==> config.mk <==
export PLATFORM = sky130hd
export DESIGN_NAME = ksa_pg_input_stage
export DESIGN_NICKNAME = d
export VERILOG_FILES = /design/src/rtl/ksa_pg_input_stage.sv
export SDC_FILE = /design/constraint.sdc
export NUM_CORES = 1
export LEC_CHECK = 0
export BUFFER_PORTS_ARGS = -buffer_cell sky130_fd_sc_hd__buf_2
export CORE_ASPECT_RATIO = 1.25
export CORE_UTILIZATION = 56
export CTS_CLUSTER_SIZE = 8
export DETAILED_ROUTE_END_ITERATION = 10
export PLACE_DENSITY = 0.84
export SYNTH_ARGS = -nofsm -noshare
export SYNTH_HDL_FRONTEND = slang
export SYNTH_SLANG_ARGS = --single-unit
==> constraint.sdc <==
create_clock -name clk -period 4.5 [get_ports clk]
set_clock_uncertainty 0.2 [all_clocks]
set_input_delay 0.675 -clock clk [delete_from_list [all_inputs] [get_ports clk]]
set_output_delay 0.675 -clock clk [all_outputs]
set_load 0.01 [all_outputs]
==> src/rtl/ksa_pg_input_stage.sv <==
// ---------------------------------------------------------------------------
// ksa_pg_input_stage
//
// Registered front end of a Kogge-Stone adder. Each accepted operand beat is
// turned into bitwise propagate (a^b) and generate (a&b), with the carry-in
// folded into bit 0's generate so that the prefix tree needs no separate
// carry-in path. A two-entry skid buffer (main register M, skid register S)
// sustains one beat per cycle while keeping in_ready a plain flop output.
// Accepted beats are also counted.
//
// Ports
//   clk        in   1      rising-edge clock
//   rst        in   1      synchronous active-high reset
//   in_valid   in   1      operand beat valid
//   in_ready   out  1      stage can accept an operand beat (registered)
//   in_a       in   WIDTH  operand A
//   in_b       in   WIDTH  operand B
//   in_cin     in   1      carry-in
//   out_valid  out  1      P/G beat valid to the prefix tree
//   out_ready  in   1      prefix tree accepts the beat
//   out_p      out  WIDTH  raw propagate A^B
//   out_g      out  WIDTH  generate A&B, bit 0 = a0&b0 | (a0^b0)&cin
//   out_cin    out  1      registered carry-in for the sum stage
//   op_count   out  CNT_W  accepted input beats, modulo 2^CNT_W
// ---------------------------------------------------------------------------
`timescale 1ns/1ps

module ksa_pg_input_stage #(
   parameter int WIDTH = 8,
   parameter int CNT_W = 16
) (
   input  logic             clk,
   input  logic             rst,
   input  logic             in_valid,
   output logic             in_ready,
   input  logic [WIDTH-1:0] in_a,
   input  logic [WIDTH-1:0] in_b,
   input  logic             in_cin,
   output logic             out_valid,
   input  logic             out_ready,
   output logic [WIDTH-1:0] out_p,
   output logic [WIDTH-1:0] out_g,
   output logic             out_cin,
   output logic [CNT_W-1:0] op_count
);

   typedef struct packed {
      logic [WIDTH-1:0] p;
      logic [WIDTH-1:0] g;
      logic             cin;
   } beat_t;

   beat_t            r_m;
   beat_t            r_s;
   logic             r_m_valid;
   logic             r_s_valid;
   logic             r_in_ready;
   logic [CNT_W-1:0] r_op_count;

   beat_t w_new;
   beat_t w_m_nxt;
   beat_t w_s_nxt;
   logic  w_m_valid_nxt;
   logic  w_s_valid_nxt;
   logic  w_acc;
   logic  w_xfer;

   assign w_acc  = in_valid & r_in_ready;
   assign w_xfer = r_m_valid & out_ready;

   // P/G of the incoming operands; bit 0 generate absorbs the carry-in.
   always_comb begin
      w_new.p    = in_a ^ in_b;
      w_new.g    = in_a & in_b;
      w_new.g[0] = (in_a[0] & in_b[0]) | ((in_a[0] ^ in_b[0]) & in_cin);
      w_new.cin  = in_cin;
   end

   // Skid-buffer steering. S is only ever filled while M is stalled, and
   // while S holds a beat in_ready is low, so acc and a full S never coincide.
   always_comb begin
      // NOTE: hold-current-value defaults first, so every path assigns every
      // signal and no latch is inferred.
      w_m_nxt       = r_m;
      w_s_nxt       = r_s;
      w_m_valid_nxt = r_m_valid;
      w_s_valid_nxt = r_s_valid;
      if (r_s_valid) begin
         if (w_xfer) begin
            w_m_nxt       = r_s;
            w_s_valid_nxt = 1'b0;
         end
      end else if (!r_m_valid || w_xfer) begin
         if (w_acc) begin
            w_m_nxt       = w_new;
            w_m_valid_nxt = 1'b1;
         end else if (w_xfer) begin
            w_m_valid_nxt = 1'b0;
         end
      end else if (w_acc) begin
         w_s_nxt       = w_new;
         w_s_valid_nxt = 1'b1;
      end
   end

   // NOTE: state registers use non-blocking assignments so every flop
   // samples the pre-edge values regardless of statement order.
   always_ff @(posedge clk) begin
      if (rst) begin
         r_m          <= '0;
         r_m_valid    <= 1'b0;
         r_s_valid    <= 1'b0;
         r_in_ready   <= 1'b1;
         r_op_count   <= '0;
      end else begin
         r_m          <= w_m_nxt;
         r_m_valid    <= w_m_valid_nxt;
         r_s_valid    <= w_s_valid_nxt;
         // in_ready mirrors the next skid state so it comes straight off a flop.
         r_in_ready   <= ~w_s_valid_nxt;
         if (w_acc) begin
            r_op_count <= r_op_count + 1'b1;
         end
      end
   end

   // NOTE: skid data is not reset; it is never observed unless r_s_valid is
   // set, and that bit is reset. M data is reset because it drives out_*.
   always_ff @(posedge clk) begin
      r_s <= w_s_nxt;
   end

   assign in_ready  = r_in_ready;
   assign out_valid = r_m_valid;
   assign out_p     = r_m.p;
   assign out_g     = r_m.g;
   assign out_cin   = r_m.cin;
   assign op_count  = r_op_count;

endmodule
==> impl_metrics.json <==
{
  "rr_worst_depth": 5,
  "clk_pin_slew_worst_paths_ns": 0.08,
  "finalSetupViolCount": 0,
  "gp_congestion": 0.7614,
  "maxClockFrequency_mhz": 410.8,
  "post_synth_inst_count": 194,
  "initialDrtViolationCount": 91,
  "cts-hold-fix-buffers": 0,
  "fill_cells": 317,
  "layout.cells.non_filler": 303,
  "min_period_ns": 2.434,
  "io_buffers": 55,
  "totalWireLength_um": 3797,
  "io_pins": 56,
  "post_synth_design_cell_area_mm2": 0.002200,
  "setup_ws_ns": 2.066,
  "post-synth-top-area-fraction_pct": 32.76,
  "cts_tree": "built",
  "grt_pass1_vias": 1493,
  "die-height_um": 72.07,
  "final_hold_violation_count": 0,
  "drc": 5,
  "max-vdd-ir-drop_mv": 0.2817,
  "dp_slack_ns": 2.072,
  "worst_path_max_delay_cell": "dfxtp_1",
  "cp.required_ns": 4.52,
  "groute.layer.met3.usage_pct": 7.308,
  "register_area_mm2": 0.001231,
  "tns_ns": 0,
  "crit_arrival_ns": 2.45,
  "cts_num_sinks": 53,
  "max-cap-violations": 0,
  "yosysTopAreaCell": "dfxtp_1",
  "finalMaxSlewViolations": 0,
  "use_met1_pct": 24.21,
  "postSynthAreaPerCell_um2": 11.34,
  "worstSkewPairLatency_ns": 0.31,
  "outcome": "complete, but fails checks",
  "share_of_cells_above_drive_strength_1_pct": 28.51,
  "grt_setup_unrepaired": "no",
  "dp.cells": 295,
  "die_w_um": 58.06,
  "final_net_count": 278,
  "htree_levels": 2,
  "floorplan.rows": 25,
  "core_area_mm2": 0.003785,
  "cts.path.max_buffers": 2,
  "antenna_cells_inserted": 0,
  "post-synth-top-count-cell": "dfxtp_1",
  "static_leakage_nw": 1.066,
  "synth-async-reset-ratio_pct": 0,
  "cp-start-kind": "flop",
  "ctsResizeCount": 0,
  "global_route.overflow_total": 0,
  "grt_start_max_net_pins": 36,
  "post_synth_num_cell_types": 32,
  "track_usage_pct": 20.50,
  "ff2ff_setup_slack_ns": 2.07,
  "slew-limit-headroom_pct": 30.71,
  "count_of_synthesis_stage_warnings_from_yosys": 0,
  "layout_worst_path_cycle_share_pct": 54.09,
  "synth_enable_flop_cells": 17,
  "postSynth.topFlopCell": "dfxtp_1",
  "fp.dieArea_mm2": 0.004184,
  "critical_path.endpoint_type": "flop",
  "start_util_pct": 58.12,
  "path_max_fanout": 28,
  "area_growth_pct": 18.03,
  "worst_hold_path_type": "reg2reg",
  "power_density_over_the_cells_mw_per_mm2": 353.2,
  "synth_nets": 224,
  "netlist_top_cells_area": "dfxtp_1, edfxtp_1, mux2i_1, a211oi_1, ha_1",
  "wire_per_inst_um": 12.53,
  "m2_gr_usage_pct": 33.97,
  "yosysSeqAreaShare_pct": 55.97,
  "detailedRoute.firstPassIterationCount": 7,
  "hpwl_um": 2700,
  "number_of_buffers_inserted_during_clock_tree_synthesis": 5,
  "antenna_found_initial": 0,
  "cp_slowest_stage_delay_ns": 1.02,
  "total_vias_in_the_final_route": 1627,
  "critical_path_class": "reg2reg",
  "ctsRootBufferMaster": "clkbuf_8",
  "drt-vias-per-instance": 5.370,
  "cts_setup_buffers": 0,
  "drtAntennaViolNets": 0,
  "tightest_slew_ns": 1.038,
  "synthTopCellsByCount": "dfxtp_1, nor2_1, edfxtp_1, mux2i_1, a211oi_1",
  "grt_pass1_wl_um": 6444,
  "ys_seq_elements": 53,
  "hold_path_depth": 2,
  "global_route.peak_usage_layer": "met2",
  "violations": "DRC",
  "path_cells": "nand2_1 -> a22oi_2 -> buf_4 -> nor2_1 -> a211oi_1",
  "multi_input_gate_area_in_the_final_layout_um2": 912.1
}
## stage by stage
stage	utilization (%)	area, µm²	total power, mW	hold slack (ns)
3_3_place_gp	66.38	2512	0.6635	0.2585
4_1_cts	68.60	2596	0.9245	0.2785
3_5_place_dp	66.38	2512	0.6684	0.2665
6_report	68.60	2596	0.9169	0.2729
2_1_floorplan	-	2200	0.6220	0.2959
5_1_grt	68.60	2596	0.9612	0.2931
## layer usage
metal,routed length (µm),vias up,part of all wire (%)
met5,0,-,0
met3,220,7,5.8
met2,1786,45,47
li1,-,819,-
met1,1726,756,45
met4,64,0,1.7
## critical path: cells and delay by family, from the launching register on
family                 cells  cell delay [ns]
AOI/OAI and AO/OA          2             0.55
buffers and inverters      1             0.35
and+or+nand+nor            2             0.22
DFF                        1             1.02
## power breakdown
part	total, mW	switching (mW)	internal, mW
sequential	0.539	0.0194	0.520
combinational	0.117	0.0639	0.0533
clock	0.260	0.150	0.110
## worst paths after layout
path                      from      endpoint
setup / recovery     r_s_valid      out_g[4]
hold / removal    op_count[15]  op_count[15]
setup reg to reg     r_s_valid      out_g[4]
hold reg to reg   op_count[15]  op_count[15]
## state kept, by name (all words and copies together), names as in the netlist
register and count:
op_count 16, out_g 8, r_s 17, out_valid 1
in_ready 1, out_cin 1, r_s_valid 1, out_p 8
## kinds of logic after synthesis
family | Yosys count | share of synthesized area, %
AO/OA/AOI/OAI | 35 | 10.92
buffers and inverters | 13 | 2.787
XOR/XNOR | 9 | 3.584
multiplexers | 18 | 8.248
flip-flops | 53 | 55.97
adder cells (fa/ha/maj) | 9 | 5.120
AND/OR/NAND/NOR | 57 | 13.37
## final cells by class
class	instances	share of cell area, %
Sequential cell	53	47.42
Multi-Input combinational cell	128	35.13
Timing Repair Buffer	57	11.18
Clock buffer	7	2.940
Tap cell	54	2.602
Inverter	3	0.4337
Clock inverter	1	0.2892
## cells in the final DEF (no fill, tap or decap), types with 5 or more instances in the layout
cell and count:
nor2_1 26, ha_1 9, dfxtp_1 36, xor2_1 9
mux2i_1 17, a211oi_1 16, clkbuf_8 5, nand3_1 7
buf_2 55, nand2_1 7, edfxtp_1 17, a21oi_1 8
Power figures use the tool's default switching activity.
